**src/rtl/regs_wb_arbiter_if.sv**
```systemverilog
// Bus bundle for regs_wb_arbiter: two writeback requesters, issue port, operand
// read/hazard/forward signals and the registered register-file write port.
interface regs_wb_arbiter_if;
   logic        req0_valid;
   logic        req0_ready;
   logic [4:0]  req0_addr;
   logic [31:0] req0_data;

   logic        req1_valid;
   logic        req1_ready;
   logic [4:0]  req1_addr;
   logic [31:0] req1_data;

   logic        iss_valid;
   logic [4:0]  iss_addr;
   logic        iss_ready;

   logic [4:0]  R_addr_A;
   logic [4:0]  R_addr_B;
   logic        hazard_A;
   logic        hazard_B;

   logic        L_S;
   logic [4:0]  Wt_addr;
   logic [31:0] Wt_data;

   logic        fwd_A_sel;
   logic        fwd_B_sel;
   logic [31:0] fwd_A;
   logic [31:0] fwd_B;

   modport slave (
      input  req0_valid, req0_addr, req0_data,
      output req0_ready,
      input  req1_valid, req1_addr, req1_data,
      output req1_ready,
      input  iss_valid, iss_addr,
      output iss_ready,
      input  R_addr_A, R_addr_B,
      output hazard_A, hazard_B,
      output L_S, Wt_addr, Wt_data,
      output fwd_A_sel, fwd_B_sel, fwd_A, fwd_B
   );

   modport master (
      output req0_valid, req0_addr, req0_data,
      input  req0_ready,
      output req1_valid, req1_addr, req1_data,
      input  req1_ready,
      output iss_valid, iss_addr,
      input  iss_ready,
      output R_addr_A, R_addr_B,
      input  hazard_A, hazard_B,
      input  L_S, Wt_addr, Wt_data,
      input  fwd_A_sel, fwd_B_sel, fwd_A, fwd_B
   );
endinterface

```
**src/rtl/regs_wb_arbiter.sv**
```systemverilog
// Round-robin writeback arbiter with register pending scoreboard.
// Optional macro WB_BYPASS_EN forwards the in-flight write data to the read operands.
module regs_wb_arbiter (
   input  logic               clk,
   input  logic               rst,
   regs_wb_arbiter_if.slave   bus_io
);

   logic        prio1_q, prio1_d;   // 1: req1 wins a tie
   logic        ls_q, ls_d;
   logic [4:0]  wt_addr_q, wt_addr_d;
   logic [31:0] wt_data_q, wt_data_d;
   logic [31:0] pend_q, pend_d;

   logic        gnt0, gnt1, xfer;
   logic [4:0]  xfer_addr;
   logic [31:0] xfer_data;
   logic        iss_ok, iss_fire;

   // Grant is gated by rst so no transfer can happen in a reset cycle.
   always_comb begin
      gnt0 = 1'b0;
      gnt1 = 1'b0;
      if (!rst) begin
         if (bus_io.req0_valid && bus_io.req1_valid) begin
            gnt0 = !prio1_q;
            gnt1 = prio1_q;
         end else begin
            gnt0 = bus_io.req0_valid;
            gnt1 = bus_io.req1_valid;
         end
      end
   end

   assign xfer      = gnt0 | gnt1;
   assign xfer_addr = gnt1 ? bus_io.req1_addr : bus_io.req0_addr;
   assign xfer_data = gnt1 ? bus_io.req1_data : bus_io.req0_data;

   assign bus_io.req0_ready = gnt0;
   assign bus_io.req1_ready = gnt1;

   // WAW stall: an address still awaiting its writeback cannot be re-issued.
   assign iss_ok           = !((bus_io.iss_addr != 5'd0) && pend_q[bus_io.iss_addr]);
   assign iss_fire         = bus_io.iss_valid && iss_ok && !rst;
   assign bus_io.iss_ready = iss_ok && !rst;

   always_comb begin
      prio1_d   = prio1_q;
      ls_d      = 1'b0;
      wt_addr_d = wt_addr_q;
      wt_data_d = wt_data_q;
      if (xfer) begin
         prio1_d   = gnt0;
         ls_d      = (xfer_addr != 5'd0);
         wt_addr_d = xfer_addr;
         wt_data_d = xfer_data;
      end
   end

   // Clear first, then set, so a same-edge issue to the retiring address survives.
   always_comb begin
      pend_d = pend_q;
      if (ls_q) begin
         pend_d[wt_addr_q] = 1'b0;
      end
      if (iss_fire && (bus_io.iss_addr != 5'd0)) begin
         pend_d[bus_io.iss_addr] = 1'b1;
      end
      pend_d[0] = 1'b0;
   end

   always_ff @(posedge clk) begin
      if (rst) begin
         prio1_q   <= 1'b0;
         ls_q      <= 1'b0;
         wt_addr_q <= 5'd0;
         wt_data_q <= 32'd0;
         pend_q    <= 32'd0;
      end else begin
         prio1_q   <= prio1_d;
         ls_q      <= ls_d;
         wt_addr_q <= wt_addr_d;
         wt_data_q <= wt_data_d;
         pend_q    <= pend_d;
      end
   end

   assign bus_io.L_S     = ls_q;
   assign bus_io.Wt_addr = wt_addr_q;
   assign bus_io.Wt_data = wt_data_q;

   logic pend_a, pend_b;
   assign pend_a = (bus_io.R_addr_A != 5'd0) && pend_q[bus_io.R_addr_A];
   assign pend_b = (bus_io.R_addr_B != 5'd0) && pend_q[bus_io.R_addr_B];

`ifdef WB_BYPASS_EN
   logic byp_a, byp_b;
   assign byp_a = ls_q && (wt_addr_q == bus_io.R_addr_A) && (bus_io.R_addr_A != 5'd0);
   assign byp_b = ls_q && (wt_addr_q == bus_io.R_addr_B) && (bus_io.R_addr_B != 5'd0);

   assign bus_io.hazard_A  = pend_a && !byp_a;
   assign bus_io.hazard_B  = pend_b && !byp_b;
   assign bus_io.fwd_A_sel = byp_a;
   assign bus_io.fwd_B_sel = byp_b;
   assign bus_io.fwd_A     = byp_a ? wt_data_q : 32'd0;
   assign bus_io.fwd_B     = byp_b ? wt_data_q : 32'd0;
`else
   assign bus_io.hazard_A  = pend_a;
   assign bus_io.hazard_B  = pend_b;
   assign bus_io.fwd_A_sel = 1'b0;
   assign bus_io.fwd_B_sel = 1'b0;
   assign bus_io.fwd_A     = 32'd0;
   assign bus_io.fwd_B     = 32'd0;
`endif

   a_one_grant : assert property (@(posedge clk) !(bus_io.req0_ready && bus_io.req1_ready));
   a_pend_zero : assert property (@(posedge clk) disable iff (rst) !pend_q[0]);

endmodule

```
**src/flat_wrapper.sv**
```systemverilog
// flat-port wrapper written by rule: the top's interface ports become plain ports
module regs_wb_arbiter_flat 
  (clk, rst, bus_io_req0_valid, bus_io_req0_addr, bus_io_req0_data, bus_io_req0_ready, bus_io_req1_valid, bus_io_req1_addr, bus_io_req1_data, bus_io_req1_ready, bus_io_iss_valid, bus_io_iss_addr, bus_io_iss_ready, bus_io_R_addr_A, bus_io_R_addr_B, bus_io_hazard_A, bus_io_hazard_B, bus_io_L_S, bus_io_Wt_addr, bus_io_Wt_data, bus_io_fwd_A_sel, bus_io_fwd_B_sel, bus_io_fwd_A, bus_io_fwd_B);
  regs_wb_arbiter_if bus_io_i ();
  input  logic clk;
  input  logic rst;
  input wire logic [$bits(bus_io_i.req0_valid)-1:0] bus_io_req0_valid;
  input wire logic [$bits(bus_io_i.req0_addr)-1:0] bus_io_req0_addr;
  input wire logic [$bits(bus_io_i.req0_data)-1:0] bus_io_req0_data;
  output wire logic [$bits(bus_io_i.req0_ready)-1:0] bus_io_req0_ready;
  input wire logic [$bits(bus_io_i.req1_valid)-1:0] bus_io_req1_valid;
  input wire logic [$bits(bus_io_i.req1_addr)-1:0] bus_io_req1_addr;
  input wire logic [$bits(bus_io_i.req1_data)-1:0] bus_io_req1_data;
  output wire logic [$bits(bus_io_i.req1_ready)-1:0] bus_io_req1_ready;
  input wire logic [$bits(bus_io_i.iss_valid)-1:0] bus_io_iss_valid;
  input wire logic [$bits(bus_io_i.iss_addr)-1:0] bus_io_iss_addr;
  output wire logic [$bits(bus_io_i.iss_ready)-1:0] bus_io_iss_ready;
  input wire logic [$bits(bus_io_i.R_addr_A)-1:0] bus_io_R_addr_A;
  input wire logic [$bits(bus_io_i.R_addr_B)-1:0] bus_io_R_addr_B;
  output wire logic [$bits(bus_io_i.hazard_A)-1:0] bus_io_hazard_A;
  output wire logic [$bits(bus_io_i.hazard_B)-1:0] bus_io_hazard_B;
  output wire logic [$bits(bus_io_i.L_S)-1:0] bus_io_L_S;
  output wire logic [$bits(bus_io_i.Wt_addr)-1:0] bus_io_Wt_addr;
  output wire logic [$bits(bus_io_i.Wt_data)-1:0] bus_io_Wt_data;
  output wire logic [$bits(bus_io_i.fwd_A_sel)-1:0] bus_io_fwd_A_sel;
  output wire logic [$bits(bus_io_i.fwd_B_sel)-1:0] bus_io_fwd_B_sel;
  output wire logic [$bits(bus_io_i.fwd_A)-1:0] bus_io_fwd_A;
  output wire logic [$bits(bus_io_i.fwd_B)-1:0] bus_io_fwd_B;
  assign bus_io_i.req0_valid = bus_io_req0_valid;
  assign bus_io_i.req0_addr = bus_io_req0_addr;
  assign bus_io_i.req0_data = bus_io_req0_data;
  assign bus_io_req0_ready = bus_io_i.req0_ready;
  assign bus_io_i.req1_valid = bus_io_req1_valid;
  assign bus_io_i.req1_addr = bus_io_req1_addr;
  assign bus_io_i.req1_data = bus_io_req1_data;
  assign bus_io_req1_ready = bus_io_i.req1_ready;
  assign bus_io_i.iss_valid = bus_io_iss_valid;
  assign bus_io_i.iss_addr = bus_io_iss_addr;
  assign bus_io_iss_ready = bus_io_i.iss_ready;
  assign bus_io_i.R_addr_A = bus_io_R_addr_A;
  assign bus_io_i.R_addr_B = bus_io_R_addr_B;
  assign bus_io_hazard_A = bus_io_i.hazard_A;
  assign bus_io_hazard_B = bus_io_i.hazard_B;
  assign bus_io_L_S = bus_io_i.L_S;
  assign bus_io_Wt_addr = bus_io_i.Wt_addr;
  assign bus_io_Wt_data = bus_io_i.Wt_data;
  assign bus_io_fwd_A_sel = bus_io_i.fwd_A_sel;
  assign bus_io_fwd_B_sel = bus_io_i.fwd_B_sel;
  assign bus_io_fwd_A = bus_io_i.fwd_A;
  assign bus_io_fwd_B = bus_io_i.fwd_B;
  regs_wb_arbiter u_core (.clk(clk), .rst(rst), .bus_io(bus_io_i));
endmodule
```
**config.mk**
```make
export PLATFORM = sky130hd
export DESIGN_NAME = regs_wb_arbiter_flat
export DESIGN_NICKNAME = d
export VERILOG_FILES = /design/src/rtl/regs_wb_arbiter_if.sv /design/src/rtl/regs_wb_arbiter.sv /design/src/flat_wrapper.sv
export SDC_FILE = /design/constraint.sdc
export NUM_CORES = 1
export LEC_CHECK = 0
export BUFFER_PORTS_ARGS = -buffer_cell sky130_fd_sc_hd__buf_2
export CORE_UTILIZATION = 43
export DETAILED_ROUTE_END_ITERATION = 8
export GPL_TIMING_DRIVEN = 0
export PLACE_DENSITY = 0.73
export SETUP_SLACK_MARGIN = 0.4
export SYNTH_ARGS = -nofsm -noshare
export SYNTH_HDL_FRONTEND = slang
export SYNTH_SLANG_ARGS = --single-unit
```
**constraint.sdc**
```tcl
create_clock -name clk -period 1.35 [get_ports clk]
set_input_delay 0.135 -clock clk [delete_from_list [all_inputs] [get_ports clk]]
set_output_delay 0.135 -clock clk [all_outputs]
set_load 0.05 [all_outputs]
```
Word-level counts from Yosys, hierarchy flattened
Index checks and enable logic that the tools add are counted.

cells by class
  magnitude comparators = 6
  muxes and demuxes = 18
  bitwise gates (word level) = 5
  reductions and logical operators = 18

operators by type and width
  cell                count
  $mux 32             3
  $and 32x32->32      1
  $not 32->32         1
  $or 32x32->32       1
  $lt 5x6->1 const B  4
  $reduce_bool 5->1   4
  $bmux 1 s5          3
  $demux 1 s5         2
  $ge 5x1->1 const B  2
  $logic_and 1x1->1   10
  $mux 1              9
  $mux 5              1
  $logic_not 1->1     3
  $reduce_or 2->1     1
  $not 1->1           1
  $or 1x1->1          1

word-level totals
  register bits after elaboration = 71
  input port bits = 94
  output and inout bits = 109
  logic and storage cells = 53

Depth between registers and ports, before layout
  word-level depth = 9
  gate-level depth with buffers = 7

Worst setup path before layout
OpenSTA, ideal clock, no wires.

  path kind = input to output
  start = input port bus_io_iss_addr[0]
  end = output port bus_io_iss_ready
  arrival = 2.116 ns
  setup slack = -0.901 ns
  stages on the path = 5
  cell sequence = buf_6 > mux4_2 > a22oi_1 > nor2_1 > a2111oi_2

between the ends
  word-level cells in the longest chain between the ends = 5
  elaborated cells on any way between the ends = 6
  classes of those cells = mux (2); reduce/logical (4)

RTL lines
  what                          line                   source
  from (decl)                   flat_wrapper.sv:16     input wire logic [$bits(bus_io_i.iss_addr)-1:0] bus_io_iss_addr;
  $bmux 1 s5                    regs_wb_arbiter.sv:43  assign iss_ok = !((bus_io.iss_addr != 5'd0) && pend_q[bus_io.iss_addr]);
  $mux 1 (implied by the code)  regs_wb_arbiter.sv:43
  $logic_and 1x1->1 *           regs_wb_arbiter.sv:43
  $logic_not 1->1 *             regs_wb_arbiter.sv:43
  $logic_and 1x1->1 *           regs_wb_arbiter.sv:45  assign bus_io.iss_ready = iss_ok && !rst;
  to (decl)                     flat_wrapper.sv:17     output wire logic [$bits(bus_io_i.iss_ready)-1:0] bus_io_iss_ready;

Every way passes the cells marked *; elsewhere a longest branch is shown, timed or not. The select of a mux whose other input is x is not followed.

Worst setup path after layout
  start = register u_core.pend_q[23]
  end = output port bus_io_iss_ready

between the ends
  word-level cells in the longest chain between the ends = 5

RTL lines
  what                          line                   source
  from (decl)                   regs_wb_arbiter.sv:13  logic [31:0] pend_q, pend_d;
  from (signal assigned)        regs_wb_arbiter.sv:84  pend_q <= pend_d;
  $bmux 1 s5                    regs_wb_arbiter.sv:43
  $mux 1 (implied by the code)  regs_wb_arbiter.sv:43
  $logic_and 1x1->1             regs_wb_arbiter.sv:43
  $logic_not 1->1               regs_wb_arbiter.sv:43
  $logic_and 1x1->1             regs_wb_arbiter.sv:45

Every way passes these cells. The select of a mux whose other input is x is not followed.

==> results.md <==
Global routing:
- Global routing finished with a remaining overflow of 0.
- The via count of the first global-routing pass is 4,979.
- The global-route wire length before repair is 25.53 mm.
- Entering global routing, the biggest net connects 13 pins.
- The number of antenna violations at the first check in global routing is 0.
- For this run, the total global-route usage over all layers was measured as 0.2974.

Routing:
- The detail route stage leaves a number of antenna-violating nets equal to 0.
- The number of violations reported at the end of detailed-routing iteration 0 is 510.
- The detail-routed net length per standard cell is 22.17 um.
- Using the TritonRoute via totals, the vias-per-cell ratio works out to 5.800.
- The iteration count of the initial detailed-routing pass is 5.
- For this block, the routed nets add up to 20.60 mm of wire.
- After detailed routing, the number of remaining DRC violations is 0.
- The routed layout has 5,388 vias.

Floorplanning:
- The initial standard-cell utilization of the core is 0.4509.
- The I/O pin count is 203.
- The die footprint is 10,850 um2.
- The region available for standard cell placement spans 9955 um2.
- The number of standard-cell rows in the floorplan is 36.
- The die is 104.2 um wide.
- From bottom edge to top edge, the die measures 104.2 um.

Place:
- The count of input and output buffers is 131.
- After detailed placement, the design holds a cell count of 873.
- The detailed-placement wirelength estimate is 10.62 mm.
- The last weighted congestion value of the routability-driven placer is 0.9079.
- OpenSTA, run right after detailed placement, puts the worst setup slack at -0.7152 ns.

Yosys:
- Yosys attributes the largest share of cell area to sky130_fd_sc_hd__dfxtp_1 (31%), sky130_fd_sc_hd__buf_4 (11%), sky130_fd_sc_hd__mux4_2 (8.0%).
- Counting flops with a built-in enable in the synthesized netlist gives 0.
- Of the post-synthesis cell area, the dominant cell type holds 0.3122.
- After synthesis, the netlist uses 50 different library cells.
- After synthesis the cells add up to 4488 um2.
- Averaged over all synthesized cells, the footprint is 8.250 um2.
- In the synthesized netlist the dominant register cell turns out to be sky130_fd_sc_hd__dfxtp_1.
- After synthesis the netlist holds a flip-flop and latch count of 70.
- The synthesis warning total is 0.
- After synthesis, the share of flip-flops with an asynchronous set or reset is 0.
- The sequential area share after synthesis is 0.3122.
- The number of cells produced by synthesis is 544.
- Of all cell types, the one taking the most synthesized area is sky130_fd_sc_hd__dfxtp_1.

Worst setup path:
- The critical path is of the register to output port type.
- The category of cells accounting for the largest share of critical-path delay is multiplexers.
- Walking the worst path, the cells encountered are mux4_2, mux2i_1, o22ai_2, a2111oi_4, buf_6.
- In this run the worst path has a maximum fanout of 4.
- At the worst endpoint, the required time is 1.22 ns.
- The type of destination of the critical path is an output port.
- The largest single stage delay on the critical path is 0.49 ns.
- STA puts the critical path data arrival time at 2.03 ns.
- STA classifies the critical path startpoint as a register.
- The number of buffers and inverters on the critical path is 1.
- For this design, the slowest cell found on the critical path is sky130_fd_sc_hd__mux4_2.

STA:
- The count of pins over their slew limit is 0.
- The total of endpoints with negative setup slack in the final report is 54.
- Counting I/O delays and the setup requirement, the final critical path takes 2.163 ns.
- The highest clock rate is 462.4 MHz.
- Dividing the final minimum period by the clock period gives 1.602.
- At the pin with the least slew margin, the transition time is 0.8285 ns.
- The worst pin sits at a relative slew slack of 0.4477.
- The number of failing hold endpoints at the final stage was 0.
- Setup repair after global routing could not meet its margin everywhere.
- The worst setup slack after layout is -0.8125 ns.
- Between clock sinks in the finished design, the worst skew comes to 0.01976 ns.

Power and ir drop:
- The leakage power is 0.003352 uW.
- The power per cell area is 901.8 nW/um2.
- The peak ir drop on the vdd network is 0.6293 mV.

Layout:
- The filler cells instantiated in the layout total 546.
- Leaving out filler cells and counting taps, the final layout contains 929.
- The multi-input combinational cells in the finished layout cover a total of 3329 um2.
- The sequential cell area is 1490 um2.
- In the layout the commonest cells are sky130_fd_sc_hd__buf_2 (93), sky130_fd_sc_hd__buf_4 (83), sky130_fd_sc_hd__conb_1 (66), sky130_fd_sc_hd__dfxtp_2 (50), sky130_fd_sc_hd__nor2_1 (49).
- The share of post-route cells with drive strength above 1 is 0.6106.
- At the end of the flow, the number of nets in the layout was 885.
- Leaving out fill and tap cells, the most frequent cell in the layout is sky130_fd_sc_hd__buf_2.
- For this run, the share of the core covered by cells in the final layout is 0.7769.
- The repair_antennas step left the layout with diodes totalling 0.
- The layout-stage area growth over the synthesis result is 72.32%.

Clock tree:
- TritonCTS built the clock tree.
- The tree built by TritonCTS fans out to 70 sinks.
- Hold repair after CTS inserted 0 buffers.
- The clock tree root buffer cell is sky130_fd_sc_hd__clkbuf_8.
- The H-tree was split into 3 levels.
- Clock-pin slew was measured on the worst setup and hold paths at 0.10 ns.
- The number of buffers created by CTS is 9.
- The source-to-sink clock delay at the later pin of the worst-skew pair is 0.36 ns.
- The buffer depth of the longest clock path is 2.

Status:
- The checks that failed: negative setup slack.
- The flow ran to the end, but the final reports show violations.

Worst hold path:
- The worst hold path belongs to the class primary input to register.

Run:
- The number of violations of the max-capacitance limit is 0.
synthesized netlist by cell type, types with 4 or more instances:
cell type,instances
sky130_fd_sc_hd__nand2_1,91
sky130_fd_sc_hd__dfxtp_1,70
sky130_fd_sc_hd__buf_4,66
sky130_fd_sc_hd__nor2_1,51
sky130_fd_sc_hd__a311oi_1,33
sky130_fd_sc_hd__o21ai_1,33
sky130_fd_sc_hd__nand3b_1,25
sky130_fd_sc_hd__nor2b_1,20
sky130_fd_sc_hd__clkbuf_1,18
sky130_fd_sc_hd__o21ai_0,17
sky130_fd_sc_hd__mux4_2,16
sky130_fd_sc_hd__mux2i_1,13
sky130_fd_sc_hd__buf_2,9
sky130_fd_sc_hd__nor3b_1,9
sky130_fd_sc_hd__nand3_1,8
sky130_fd_sc_hd__a211oi_1,5
sky130_fd_sc_hd__buf_1,5
sky130_fd_sc_hd__buf_6,4
sky130_fd_sc_hd__inv_1,4
sky130_fd_sc_hd__nand2b_1,4
worst min-delay path, delay by kind of cell:
family                 cells  cell delay (ns)
buffers and inverters      1             0.09
AOI/OAI and AO/OA          1             0.08
and+or+nand+nor            1             0.05
cell type report:
class	count	area share
repair buffers	171	0.2050
clock inverters	3	0.005986
inverters	5	0.002750
well taps	133	0.02152
clock buffers	13	0.02475
plain buffers	102	0.1168
multi-input cells	432	0.4305
flip-flops and latches	70	0.1927
path summary, 6_finish.rpt:
path                                                               end  slack [ns]                    startpoint  depth (start not counted)
worst max-delay path                                  bus_io_iss_ready       -0.81  u_core.pend_q[23]$_SDFF_PP0_                          5
worst min-delay path             u_core.bus_io.Wt_data[1]$_SDFFE_PP0N_        0.03           bus_io_req1_data[1]                          3
worst min register to register            u_core.pend_q[18]$_SDFF_PP0_        0.52  u_core.pend_q[18]$_SDFF_PP0_                          2
worst max register to register  u_core.bus_io.Wt_data[13]$_SDFFE_PP0N_       -0.32   u_core.prio1_q$_SDFFE_PP0N_                          8
registers in the layout (all words and copies together), names as in the netlist:
name                   flops
u_core.bus_io.L_S          1
u_core.bus_io.Wt_data     32
u_core.pend_q             31
u_core.prio1_q             1
u_core.bus_io.Wt_addr      5
metal layers:
| metal | routed length [um] | vias up | GRT usage |
|---|---|---|---|
| met1 | 7126 | 2552 | 0.3268 |
| met5 | 0 | - | 0 |
| met2 | 10310 | 418 | 0.5357 |
| met3 | 1963 | 116 | 0.07080 |
| li1 | - | 2302 | - |
| met4 | 1195 | 0 | 0.1429 |
cell families after synthesis:
kind of cell,count (synthesis),share of synthesized area
flip-flops,70,0.3122
other,1,0.0008356
AND/OR/NAND/NOR,225,0.2456
buffers and inverters,107,0.1539
multiplexers,34,0.1252
AO/OA/AOI/OAI,107,0.1623
where the power goes:
part / total [uW] / internal (uW) / switching (uW) / leakage [uW]
Combinational: 2600 / 1020 / 1580 / 0.00264
Clock: 2070 / 1140 / 938 / 0.000116
Sequential: 2300 / 2180 / 120 / 0.000597
through the flow:
step	total power, uW	cell area, um2	hold WS [ns]	TNS (ns)
after floorplan	3730	5042	0.2714	-1.009
after global placement	4110	5864	0.4007	-15.14
after detailed placement	4130	5864	0.4038	-15.66
after CTS	6512	7226	0.03310	-6.087
after global routing	7109	7734	0.05841	-13.84
final	6974	7734	0.02830	-11.53
what timing repair did:
item                       4_1_cts  5_1_grt
buffers inserted                23       10
hold endpoints to repair         0        0
gates cloned                     6        1
setup endpoints to repair      113      113
pin swaps                       69       41
resized for setup              257       98
(Power assumes the default switching activity.)
